===== config.mk =====
export PLATFORM = sky130hd
export DESIGN_NAME = uart_tx
export DESIGN_NICKNAME = d
export VERILOG_FILES = /design/src/rtl/uart_pkg.sv /design/src/rtl/uart_tx_controller.sv /design/src/rtl/uart_tx.sv
export SDC_FILE = /design/constraint.sdc
export NUM_CORES = 1
export LEC_CHECK = 0
export CAP_MARGIN = 40
export CORE_MARGIN = 1
export CORE_UTILIZATION = 55
export CTS_BUF_LIST = sky130_fd_sc_hd__clkbuf_2 sky130_fd_sc_hd__clkbuf_4 sky130_fd_sc_hd__clkbuf_8
export DETAILED_ROUTE_END_ITERATION = 10
export HOLD_SLACK_MARGIN = 0.1
export PLACE_DENSITY = 0.9
export SYNTH_ARGS = -nofsm -noshare
export SYNTH_HDL_FRONTEND = slang
export SYNTH_SLANG_ARGS = --single-unit

===== constraint.sdc =====
create_clock -name clk -period 3.5 [get_ports clk]
set_input_delay 0.7 -clock clk [delete_from_list [all_inputs] [get_ports clk]]
set_output_delay 0.7 -clock clk [all_outputs]
set_load 0.1 [all_outputs]

===== src/rtl/uart_pkg.sv =====
// Shared UART package: transmitter/receiver state encodings and legal parameter ranges.
package uart_pkg;

  // Legal ranges for the frame-format parameters.
  localparam int unsigned DATA_BITS_MIN = 5;
  localparam int unsigned DATA_BITS_MAX = 9;
  localparam int unsigned STOP_BITS_MIN = 1;
  localparam int unsigned STOP_BITS_MAX = 2;

  // Receiver control states.
  typedef enum logic [2:0] {
    RX_IDLE   = 3'd0,
    RX_START  = 3'd1,
    RX_DATA   = 3'd2,
    RX_PARITY = 3'd3,
    RX_STOP   = 3'd4
  } rx_state_e;

  // Transmitter control states; TX_PARITY is only reachable in the parity build.
  typedef enum logic [2:0] {
    TX_IDLE   = 3'd0,
    TX_START  = 3'd1,
    TX_DATA   = 3'd2,
    TX_PARITY = 3'd3,
    TX_STOP   = 3'd4
  } tx_state_e;

  // Source select for the registered serial line.
  typedef enum logic [1:0] {
    TX_SEL_MARK   = 2'd0,
    TX_SEL_SPACE  = 2'd1,
    TX_SEL_DATA   = 2'd2,
    TX_SEL_PARITY = 2'd3
  } tx_sel_e;

endpackage


===== src/rtl/uart_tx_controller.sv =====
// UART transmit control FSM. Drives the counter/shift-register strobes and
// selects the next serial-line level from the upcoming state.
// Optional parity state enabled by defining UART_TX_PARITY_EN.
module uart_tx_controller
  import uart_pkg::*;
(
  input  logic       clk,
  input  logic       reset_n,
  input  logic       tx_valid_i,
  input  logic       clk_count_eq_last_i,
  input  logic       clk_count_eq_penult_i,
  input  logic       bit_count_eq_last_i,
  input  logic       stop_count_eq_last_i,
  output logic       load_en_o,
  output logic       shift_en_o,
  output logic       clk_clear_o,
  output logic       bit_clear_o,
  output logic       bit_increment_o,
  output logic [1:0] tx_sel_o,
  output logic       tx_ready_o,
  output logic       busy_o,
  output logic       tx_done_o
);

  tx_state_e state_q, state_d;
  logic      busy_q, busy_d;
  logic      tx_done_q, tx_done_d;
  tx_sel_e   tx_sel_d;

  // State and registered status outputs.
  always_ff @(posedge clk or negedge reset_n) begin
    if (!reset_n) begin
      state_q   <= TX_IDLE;
      busy_q    <= 1'b0;
      tx_done_q <= 1'b0;
    end else begin
      state_q   <= state_d;
      busy_q    <= busy_d;
      tx_done_q <= tx_done_d;
    end
  end

  // Next-state and datapath strobes.
  always_comb begin
    state_d         = state_q;
    load_en_o       = 1'b0;
    shift_en_o      = 1'b0;
    clk_clear_o     = 1'b0;
    bit_clear_o     = 1'b0;
    bit_increment_o = 1'b0;
    tx_done_d       = 1'b0;
    case (state_q)
      TX_IDLE: begin
        clk_clear_o = 1'b1;
        if (tx_valid_i) begin
          load_en_o   = 1'b1;
          bit_clear_o = 1'b1;
          state_d     = TX_START;
        end
      end
      TX_START: begin
        if (clk_count_eq_last_i) begin
          bit_clear_o = 1'b1;
          state_d     = TX_DATA;
        end
      end
      TX_DATA: begin
        if (clk_count_eq_last_i) begin
          shift_en_o = 1'b1;
          if (bit_count_eq_last_i) begin
            // Bit counter is reused to count stop bits.
            bit_clear_o = 1'b1;
`ifdef UART_TX_PARITY_EN
            state_d     = TX_PARITY;
`else
            state_d     = TX_STOP;
`endif
          end else begin
            bit_increment_o = 1'b1;
          end
        end
      end
`ifdef UART_TX_PARITY_EN
      TX_PARITY: begin
        if (clk_count_eq_last_i) begin
          state_d = TX_STOP;
        end
      end
`endif
      TX_STOP: begin
        // Registered pulse lands on the final cycle of the last stop bit.
        if (stop_count_eq_last_i && clk_count_eq_penult_i) begin
          tx_done_d = 1'b1;
        end
        if (clk_count_eq_last_i) begin
          if (stop_count_eq_last_i) begin
            state_d = TX_IDLE;
          end else begin
            bit_increment_o = 1'b1;
          end
        end
      end
      default: begin
        state_d = TX_IDLE;
      end
    endcase

    busy_d = (state_d != TX_IDLE);

    // Line level is chosen from the state being entered so tx stays flop-driven.
    case (state_d)
      TX_START: tx_sel_d = TX_SEL_SPACE;
      TX_DATA:  tx_sel_d = TX_SEL_DATA;
`ifdef UART_TX_PARITY_EN
      TX_PARITY: tx_sel_d = TX_SEL_PARITY;
`endif
      default:  tx_sel_d = TX_SEL_MARK;
    endcase
  end

  assign tx_sel_o   = tx_sel_d;
  assign tx_ready_o = (state_q == TX_IDLE);
  assign busy_o     = busy_q;
  assign tx_done_o  = tx_done_q;

endmodule


===== src/rtl/uart_tx.sv =====
// UART transmitter: start bit, DATA_BITS data LSB-first, optional even parity,
// STOP_BITS stop bits, each held CLKS_PER_BIT cycles.
// Optional parity bit enabled by defining UART_TX_PARITY_EN.
module uart_tx
  import uart_pkg::*;
#(
  parameter int unsigned DATA_BITS    = 8,
  parameter int unsigned CLKS_PER_BIT = 16,
  parameter int unsigned STOP_BITS    = 1
) (
  input  logic                 clk,
  input  logic                 reset_n,
  input  logic                 tx_valid,
  input  logic [DATA_BITS-1:0] tx_data,
  output logic                 tx_ready,
  output logic                 tx,
  output logic                 busy,
  output logic                 tx_done
);

  localparam int unsigned CNT_W = $clog2(CLKS_PER_BIT);
  localparam int unsigned BIT_W = $clog2(DATA_BITS + 1);

  localparam logic [CNT_W-1:0] CLK_LAST   = CNT_W'(CLKS_PER_BIT - 1);
  localparam logic [CNT_W-1:0] CLK_PENULT = CNT_W'(CLKS_PER_BIT - 2);
  localparam logic [BIT_W-1:0] BIT_LAST   = BIT_W'(DATA_BITS - 1);
  localparam logic [BIT_W-1:0] STOP_LAST  = BIT_W'(STOP_BITS - 1);

  logic [CNT_W-1:0]     clk_count_q, clk_count_d;
  logic [BIT_W-1:0]     bit_count_q, bit_count_d;
  logic [DATA_BITS-1:0] shift_q, shift_d;
  logic                 tx_q, tx_d;
`ifdef UART_TX_PARITY_EN
  logic                 parity_q, parity_d;
`endif

  logic       load_en, shift_en, clk_clear, bit_clear, bit_increment;
  logic [1:0] tx_sel;
  logic       clk_count_eq_last, clk_count_eq_penult;
  logic       bit_count_eq_last, stop_count_eq_last;

  assign clk_count_eq_last   = (clk_count_q == CLK_LAST);
  assign clk_count_eq_penult = (clk_count_q == CLK_PENULT);
  assign bit_count_eq_last   = (bit_count_q == BIT_LAST);
  assign stop_count_eq_last  = (bit_count_q == STOP_LAST);

  uart_tx_controller u_ctrl (
    .clk                   (clk),
    .reset_n               (reset_n),
    .tx_valid_i            (tx_valid),
    .clk_count_eq_last_i   (clk_count_eq_last),
    .clk_count_eq_penult_i (clk_count_eq_penult),
    .bit_count_eq_last_i   (bit_count_eq_last),
    .stop_count_eq_last_i  (stop_count_eq_last),
    .load_en_o             (load_en),
    .shift_en_o            (shift_en),
    .clk_clear_o           (clk_clear),
    .bit_clear_o           (bit_clear),
    .bit_increment_o       (bit_increment),
    .tx_sel_o              (tx_sel),
    .tx_ready_o            (tx_ready),
    .busy_o                (busy),
    .tx_done_o             (tx_done)
  );

  // Counters, shift register and next serial-line level.
  always_comb begin
    clk_count_d = clk_count_q + CNT_W'(1);
    bit_count_d = bit_count_q;
    shift_d     = shift_q;

    if (clk_clear || clk_count_eq_last) begin
      clk_count_d = '0;
    end

    if (bit_clear) begin
      bit_count_d = '0;
    end else if (bit_increment) begin
      bit_count_d = bit_count_q + BIT_W'(1);
    end

    if (load_en) begin
      shift_d = tx_data;
    end else if (shift_en) begin
      shift_d = {1'b0, shift_q[DATA_BITS-1:1]};
    end

`ifdef UART_TX_PARITY_EN
    parity_d = parity_q;
    if (load_en) begin
      parity_d = ^tx_data;
    end
`endif

    case (tx_sel_e'(tx_sel))
      TX_SEL_SPACE:  tx_d = 1'b0;
      TX_SEL_DATA:   tx_d = shift_d[0];
`ifdef UART_TX_PARITY_EN
      TX_SEL_PARITY: tx_d = parity_q;
`endif
      default:       tx_d = 1'b1;
    endcase
  end

  // Datapath registers; tx idles high and returns high on reset.
  always_ff @(posedge clk or negedge reset_n) begin
    if (!reset_n) begin
      clk_count_q <= '0;
      bit_count_q <= '0;
      shift_q     <= '0;
      tx_q        <= 1'b1;
    end else begin
      clk_count_q <= clk_count_d;
      bit_count_q <= bit_count_d;
      shift_q     <= shift_d;
      tx_q        <= tx_d;
    end
  end

`ifdef UART_TX_PARITY_EN
  // Even parity of the accepted word.
  always_ff @(posedge clk or negedge reset_n) begin
    if (!reset_n) begin
      parity_q <= 1'b0;
    end else begin
      parity_q <= parity_d;
    end
  end
`endif

  assign tx = tx_q;

endmodule


==> results of run 1 <==
state kept, by name (all words and copies together) (netlist names):
register          flops
u_ctrl.tx_done_o      1
shift_q               8
tx                    1
bit_count_q           4
clk_count_q           4
u_ctrl.busy_o         1
u_ctrl.state_q        3
metal layers:
layer  global-route usage, %  wire, µm  vias up
met1                    27.3       943      404
met4                    6.11        37        0
met3                    4.91        66        4
met5                       0         0        -
met2                    38.4      1010       20
li1                        -         -      445
report_power, final:
| group | internal [W] | switching, W | leakage [nW] |
|---|---|---|---|
| clock network | 0.000116 | 0.0000756 | 0.0279 |
| registers | 0.000346 | 0.0000814 | 0.270 |
| logic | 0.000135 | 0.000247 | 0.300 |
layout make-up:
type	count	area (µm²)	area share [%]
multi-input cells	85	553	39.9
flip-flops and latches	22	552	39.8
repair buffers	17	180	13.0
well taps	27	33.8	2.44
clock inverters	1	30.0	2.17
clock buffers	3	22.5	1.62
inverters	4	15.0	1.08
cells in the mapped netlist (2+ instances only):
cell and number:
nand3_1 3, buf_2 3, o41ai_1 2, nor2_1 10, mux2i_1 6, nor2b_1 2
or4b_1 2, nor3_1 3, nand3b_1 2, dfrtp_1 21, o31ai_1 2, o21ai_0 10
ha_1 4, a21oi_1 9, inv_1 4, nand2b_1 2, nand2_1 10
path summary, 6_finish.rpt:
check | slack (ns) | endpoint | depth (start not counted)
min in group asynchronous | 0.71 | u_ctrl.tx_done_o | 1
hold / removal | 0.51 | clk_count_q[0] | 1
hold reg to reg | 0.51 | clk_count_q[0] | 1
max in group asynchronous | 2.26 | tx | 2
setup / recovery | 1.17 | tx_ready | 2
setup reg to reg | 1.46 | shift_q[6] | 5
kinds of logic after synthesis:
| group | share of synthesized area, % |
|---|---|
| AO/OA/AOI/OAI | 14.4 |
| buffers and inverters | 3.60 |
| flip-flops | 48.1 |
| multiplexers | 5.24 |
| AND/OR/NAND/NOR | 22.7 |
| XOR/XNOR | 1.53 |
| adder cells (fa/ha/maj) | 4.37 |
metrics by stage:
step                      total power [W]  util (%)  std cells  area, µm²
after CTS                         0.00101      70.7        159       1390
after floorplan                  0.000708         -        116       1150
after detailed placement         0.000817      68.0        155       1330
after global placement           0.000778      65.7        152       1290
final                             0.00100      70.7        159       1390
after global routing              0.00106      70.7        159       1390
==> metrics, run 1 <==
WL per Instance 12.9 µm; count of cell types in the netlist 38; Starting Density 58.4%; synthesized cell area 1150 µm²; routed via count 873; Fmax 429 MHz; Final Critical Period ~2.3 ns; std cell rows 16; Leak around 0.60 nW; CTS max path bufs 2; Syn Inst Count 116; diode count 0; drt pass-1 iters 4; Worst Slack Setup Final 1.17 ns; I/O Buffers 14; CP Data Required Time roughly 2.8 ns; vias in the first global route between 800 and 900; PwrDens 722 nW/µm²; final setup vio count 0; ys async rst share 100%; total gr overflow 0; Hold Crit Start clk_count_q[0]; CP Capture Type output port; RSZ-0062 raised after global routing no; Post-synth EDFFs 0; critical-path cell list nor3_1 > buf_4; Die ar. 2270 µm²; most common cell after layout, fill and taps aside dfrtp_1; CTS tree done; Worst-Skew Late Latency 0.31 ns; Syn. warnings 0; IO Pins 15; Synth area leaders dfrtp_1 46%, mux2i_1 5.2%, ha_1 4.4%; Fillers 162; Worst Tran Pin Value 0.495 ns; Final ANT Viol Nets 0; Max VDD drop 0.000711 V; Critical Path AT 1.63 ns; Synth Register Bits 22; sequential area share after synthesis 48.1%; Max-Cap Viols 0; Total GRT Usage 21.9%; clk root buf clkbuf_4; WL final 2060 µm; HPWL after detailed placement 1580 µm; Resized Gates After CTS 0; share of layout cells above drive strength 1 11.4%; Die Y-Extent 47.7 µm; postcts setup bufs 0; CP Launch Type flip-flop; Buf/Inv on CP 1; final worst path period share 66.5%; slowest CP cell dfrtp_1; DIE WIDTH between 40 and 50 µm; CP max stage delay 0.57 ns; status finished, final reports clean; # nets final around 150; initial antenna violation count 0; clock sinks 22; Synth area leader dfrtp_1; top cell type's share of synthesized area a little under half; Fin Hold WS about 0.51 ns; Setup CP Type reg2out; H-tree depth 1; layout overhead on the synthesized area 21.0%; CP top delay family flip-flops; Hold Vio Cnt, Final 0; Placer Congestion slightly above 0.7; First DRT Iteration DRCs 18; Hold Path Class reg2reg; top_reg_cell synth dfrtp_1; first-pass GRT wire length about 3400 µm; fin. max-slew vios 0; clk_skew 0.00203 ns; number of remaining DRC errors 0; core area 1960 µm²; Hold Buf Count CTS 0; reg2reg start clk_count_q[0]; Avg Cell Area, Syn between 9 and 10 µm²; Vias/cell 5.49; Max Fanout on Critical Path 17; Mapped Nets 131; crit path from u_ctrl.state_q[0]; Rel. slew slack approximately 67%; cts bufs inserted 3; largest net degree at the start of global routing 18; setup tns final 0 ns; most frequent cells in the layout 21 x dfrtp_1, 12 x clkdlybuf4s50_1, 10 x o21ai_0, 10 x nor2_1, 10 x nand2_1; clk slew on worst S/H paths 0.12 ns; DP Worst Slack 1.46 ns
No activity file was read; power rests on OpenSTA's default activity.
==> run 2: changes to the inputs <==
- clock period: 3.5 -> 2.2 ns (I/O delays scaled with it)
==> run 2 against run 1 <==
  * Via count is 5.0% higher
  * Sequential share of layout area is 0.99 points higher
  * Count of clock-buffer cells in the layout is 1 higher
  * Largest cell class unchanged
  * Final area is 2.4% lower
  * Clock skew is 0.0044 ns higher
  * Cell count is 0.63% lower
  * Register-to-register slack worse by 1.1 ns
  * Setup slack worse by 0.85 ns
  * Clock power is 8% higher
  * First-iteration DRC count is 56% higher
  * Combinational power is 63% higher
==> metrics, run 2 (synthesis gave the netlist of run 1 again) <==
Die Y-Extent 47.7 µm (unchanged); vias in the first global route 877 (+6.4%); setup tns final 0 ns (unchanged); critical-path cell list ha_1 > nand3_1 > or3_1 > mux2i_1 > o21ai_0; core area 1960 µm² (unchanged); Critical Path AT 2.07 ns (+0.44 ns); Die ar. 2270 µm² (unchanged); fin. max-slew vios 0 (unchanged); max FFs per register 8 (unchanged); CP Launch Type flip-flop; Final ANT Viol Nets 0 (unchanged); largest net degree at the start of global routing 18 (unchanged); std cell rows 16 (unchanged); status finished, final reports clean; clk root buf clkbuf_4; Worst-Skew Late Latency 0.31 ns (about the same); WL per Instance 14.8 µm (+15%); reg2reg start clk_count_q[0]; H-tree depth 1 (unchanged); clk slew on worst S/H paths 0.12 ns (about the same); initial antenna violation count 0 (unchanged); Leak 0.581 nW (-3.0%); clk_skew 0.00640 ns (+0.00437 ns); number of remaining DRC errors 0 (unchanged); Most flops, register shift_q; Max VDD drop 0.000977 V (+37%); Reg2Reg Depth 5 (unchanged); Setup CP Type reg2reg; total gr overflow 0 (unchanged); worst flop-to-flop path endpoint shift_q[3]; clock sinks 22 (unchanged); Starting Density 58.4% (unchanged); share of layout cells above drive strength 1 13.0% (+1.6 points); layout overhead on the synthesized area 18.0%; Fillers 169 (+4.3%); top flop regs shift_q (8), bit_count_q (4), clk_count_q (4); first-pass GRT wire length 3930 µm (+15%); Hold Buf Count CTS 0 (unchanged); CP Data Required Time 2.39 ns (-0.41 ns); Resized Gates After CTS 0 (unchanged); HPWL after detailed placement 1730 µm (+9.6%); Max-Cap Viols 0 (unchanged); DIE WIDTH 47.7 µm (unchanged); cts bufs inserted 3 (unchanged); slowest CP cell or3_1; Hold Vio Cnt, Final 0 (unchanged); final setup vio count 0 (unchanged); PwrDens 1130 nW/µm² (+56%); CP max stage delay 0.58 ns (about the same); WL final 2340 µm (+14%); # nets final 147 (-0.68%); CP Capture Type flip-flop; Max Fanout on Critical Path 8 (-9); IO Pins 15 (unchanged); diode count 0 (unchanged); RSZ-0062 raised after global routing no; final worst path period share a little under nine tenths; Total GRT Usage 25.3% (+3.4 points); postcts setup bufs 0 (unchanged); Vias/cell 5.80 (+5.7%); most common cell after layout, fill and taps aside dfrtp_1; CTS max path bufs 2 (unchanged); Hold Path Class in2async; Placer Congestion 0.806 (+13%); First DRT Iteration DRCs 28 (+10); Fmax 531 MHz; most frequent cells in the layout 21 x dfrtp_1, 10 x o21ai_0, 10 x nor2_1, 10 x nand2_1, 10 x clkdlybuf4s50_1; routed via count 917 (+5.0%); Final Critical Period 1.88 ns; CTS tree done; Worst Tran Pin Value 0.574 ns (+0.0799 ns); I/O Buffers 14 (unchanged); Rel. slew slack 61.6% (-5.3 points); drt pass-1 iters 4 (unchanged); Fin Hold WS 0.479 ns (-0.0291 ns); worst reg2reg setup slack 0.32 ns (-1.14 ns)
[run 2: changes by cell type in the layout (fill, tap and decap cells not counted)]
cell             previous run  this run
buf_4                       2         5
buf_8                       3         0
clkdlybuf4s50_1            12        10
buf_12                      0         1
bufinv_16                   1         0
clkbuf_4                    3         4
nor3_1                      3         2
nor3_4                      0         1
[run 2: how the worst max path moves through the flow]
stage / cells past startpoint / endpoint / startpoint
after floorplan: 5 / shift_q[4] / u_ctrl.state_q[2]
after global placement: 5 / shift_q[3] / clk_count_q[0]
after detailed placement: 5 / shift_q[6] / clk_count_q[0]
after CTS: 5 / shift_q[3] / clk_count_q[0]
after global routing: 5 / shift_q[1] / clk_count_q[0]
final: 5 / shift_q[3] / clk_count_q[0]
[run 2: layout make-up]
cell class / count / area (µm²) / area share [%]
clock buffers: 4 / 30.0 / 2.22
inverters: 4 / 15.0 / 1.11
multi-input cells: 85 / 564 / 41.7
flip-flops and latches: 22 / 552 / 40.8
well taps: 27 / 33.8 / 2.50
repair buffers: 16 / 158 / 11.7
[run 2: critical path, delay by kind of cell (launching register included)]
family,cells,cell delay [ns]
multiplexers,1,0.24
AO/OA/AOI/OAI,1,0.10
flip-flops,1,0.41
adder cells (fa/ha/maj),1,0.25
AND/OR/NAND/NOR,2,0.77
[run 2: metrics by stage]
step                total power (W)  cells  worst slack (ns)  utilization, %  instance area [µm²]
global route                0.00163    158             0.172            68.9                 1350
floorplan                   0.00114    116             0.183               -                 1160
global placement            0.00128    154             0.462            67.4                 1320
finish                      0.00153    158             0.317            68.9                 1350
detailed placement          0.00132    154             0.327            67.4                 1320
CTS                         0.00153    158             0.318            68.9                 1350
[run 2: metal layers]
| layer | part of all wire (%) | GRT usage [%] | up-vias |
|---|---|---|---|
| li1 | - | - | 443 |
| met1 | 42 | 33.0 | 430 |
| met2 | 51 | 43.8 | 38 |
| met3 | 5.0 | 2.26 | 6 |
| met4 | 2.3 | 9.44 | 0 |
| met5 | 0 | 0 | - |
[run 2: power breakdown]
group | switching, W | internal (W)
Clock | 0.000122 | 0.0000832
Sequential | 0.000148 | 0.000551
Combinational | 0.000400 | 0.000222
Total | 0.000671 | 0.000856
==> run 3: changes to the inputs <==
- ABC_AREA: not set -> 1
- clock period: 2.2 -> 2 ns (I/O delays scaled with it)
==> run 3 against run 2 <==
  * First-iteration DRC count grew 50%
  * Register-to-register slack got worse by 0.05 ns
  * Synthesized area fell by 2.0%
  * Core utilization is 5.3 points higher
  * Largest cell class is now flip-flops and latches
  * Sequential share of layout area is essentially flat
  * Sequential cell count unchanged
==> metrics, run 3 <==
largest family of logic cells by synthesized area simple AND/OR/NAND/NOR gates; H-tree depth 1 (unchanged); Final ANT Viol Nets 0 (unchanged); total power 0.000813 W (-47%); multi-input logic area 489 µm² (-13%); Leak 0.695 nW (+20%); Hold Vio Cnt, Final 0 (unchanged); top flop regs shift_q (8), bit_count_q (4), clk_count_q (4); Rel. slew slack 78.1% (+17 points); Hold Buf Count CTS 0 (unchanged); most common library cells after synthesis 32 x nand2_1, 22 x nand3_1, 21 x dfrtp_1, 16 x inv_1, 12 x nor2_1; I/O Buffers 14 (unchanged); Starting Density 61.7% (+3.3 points); share of layout cells above drive strength 1 12.6% (-0.39 points); Syn Inst Count 134 (+16%); multiplexer share of the synthesized area 0% (-5.2 points); setup tns final 0 ns (unchanged); cts bufs inserted 3 (unchanged); synthesized cell area 1120 µm² (-2.0%); most frequent cells in the layout 32 x nand2_1, 22 x nand3_1, 21 x dfrtp_1; Fmax approximately 570 MHz; IO Pins 15 (unchanged); Die ar. 2230 µm² (-1.9%); clock sinks 22 (unchanged); WL final 2380 µm (+1.5%); Synth area leaders dfrtp_1 47%, nand2_1 11%, nand3_1 9.8%; Setup CP Type reg2out; Seq. cell area 552 µm² (unchanged); diode count 0 (unchanged); largest net degree at the start of global routing 23 (+5); Final Critical Period 1.75 ns; routed via count 955 (+4.1%); clk slew on worst S/H paths 0.12 ns (about the same); CTS tree done; PwrDens 601 nW/µm² (-47%); Vias/cell 5.43 (-6.5%); number of remaining DRC errors 0 (unchanged); CP Capture Type output port; Avg Cell Area, Syn 8.38 µm² (-15%); Mapped Nets 149 (+14%); most common cell after layout, fill and taps aside nand2_1; Most flops, register shift_q; Die Y-Extent 47.2 µm (-0.94%); Worst Tran Pin Value 0.325 ns (-0.250 ns); total gr overflow 0 (unchanged); max FFs per register 8 (unchanged); sequential area share after synthesis 49.1% (+0.97 points); clk_skew 0.00246 ns (-0.00394 ns); Max-Cap Viols 0 (unchanged); Buf/Inv on CP 2 (+2); clk root buf clkbuf_4; drt pass-1 iters 8 (+4); count of cell types in the netlist 20 (-47%); Fillers 145 (-14%); Max Fanout on Critical Path 3 (-5); Synth Register Bits 22 (unchanged); top_reg_cell synth dfrtp_1; CTS max path bufs 2 (unchanged); Worst-Skew Late Latency 0.30 ns (about the same); Placer Congestion 0.757 (-6.2%); HPWL after detailed placement 1730 µm (about the same); CP Data Required Time 1.60 ns (-0.79 ns); complex-gate fraction of the synthesized area 4.90% (-9.5 points); CP max stage delay 0.43 ns (-0.15 ns); First DRT Iteration DRCs 42 (+50%); Syn. warnings 0 (unchanged); Total GRT Usage 26.3% (+1.1 points); postcts setup bufs 0 (unchanged); xor-xnor portion of the synthesized cell area 3.12% (+1.6 points); first-pass GRT wire length 3930 µm (-0.18%); final setup vio count 0 (unchanged); Hold Path Class in2async; Max VDD drop 0.000461 V (-53%); RSZ-0062 raised after global routing no; Synth area leader dfrtp_1; fin. max-slew vios 0 (unchanged); # nets final 167 (+14%); status finished, final reports clean; CP top delay family flip-flops; Resized Gates After CTS 0 (unchanged); Post-synth EDFFs 0 (unchanged); final worst path period share 87.4%; vias in the first global route 889 (+1.4%); Synth Area in Simple Gates 31.1% (+8.4 points); std cell rows 15 (-1); ys async rst share 100% (unchanged); WL per Instance 13.5 µm (-8.9%); count leader, synth nand2_1; CP Launch Type flip-flop; Critical Path AT 1.35 ns (-0.72 ns); initial antenna violation count 0 (unchanged); layout overhead on the synthesized area 20.3%; core area 1820 µm² (-7.2%); critical-path cell list nor2_2 > nand2_1 > inv_1 > buf_12; slowest CP cell dfrtp_1; top cell type's share of synthesized area 46.8% (+0.92 points); DIE WIDTH 47.2 µm (-0.94%); adder-cell area share of the yosys netlist 4.45% (+0.088 points)
-- run 3: kinds of logic (layout without fill, tap and decap cells) --
family | count (synthesis) | count (layout)
AND/OR/NAND/NOR | 76 | 76
flip-flops | 22 | 22
buffers and inverters | 19 | 36
AO/OA/AOI/OAI | 9 | 9
adder cells (fa/ha/maj) | 4 | 4
XOR/XNOR | 4 | 4
-- run 3: per-layer routing --
layer,share of wire [%],routed length (µm),global-route usage (%),vias to the layer above
met5,0,0,0,-
met4,2.3,54,12.6,0
met3,5.0,118,5.38,8
met2,50,1190,43.3,41
met1,42,1010,33.2,446
li1,-,-,-,460
-- run 3: final cells by class --
class                   instances  area share (%)
multi-input cells              93            36.2
well taps                      25            2.31
clock inverters                 1            2.22
flip-flops and latches         22            40.8
clock buffers                   3            1.67
repair buffers                 15            12.0
inverters                      17            4.72
-- run 3: through the flow --
step                      setup WS (ns)  hold slack, ns  cell area [µm²]  instances  util [%]
after floorplan                   0.388           0.104             1120        134         -
after global placement            0.375           0.470             1300        172      71.3
after detailed placement          0.292           0.496             1300        172      71.3
after CTS                         0.256           0.433             1350        176      74.2
after global routing              0.163           0.445             1350        176      74.2
final                             0.251           0.421             1350        176      74.2
-- run 3: worst paths after layout --
path                                   start           endpoint  slack (ns)  depth (start not counted)
max                        u_ctrl.state_q[1]           tx_ready        0.25                          4
max in group asynchronous            reset_n                 tx        1.31                          2
min in group clk              clk_count_q[0]     clk_count_q[0]        0.51                          1
min reg2reg                   clk_count_q[0]     clk_count_q[0]        0.51                          1
max reg2reg                   clk_count_q[0]     bit_count_q[2]        0.27                          8
min                                  reset_n  u_ctrl.state_q[1]        0.42                          2
-- run 3: report_power, final --
group	switching, W	internal (W)	leakage (nW)
clock	0.000137	0.000202	0.0279
sequential	0	0.000445	0.258
combinational	0.0000107	0.0000181	0.409
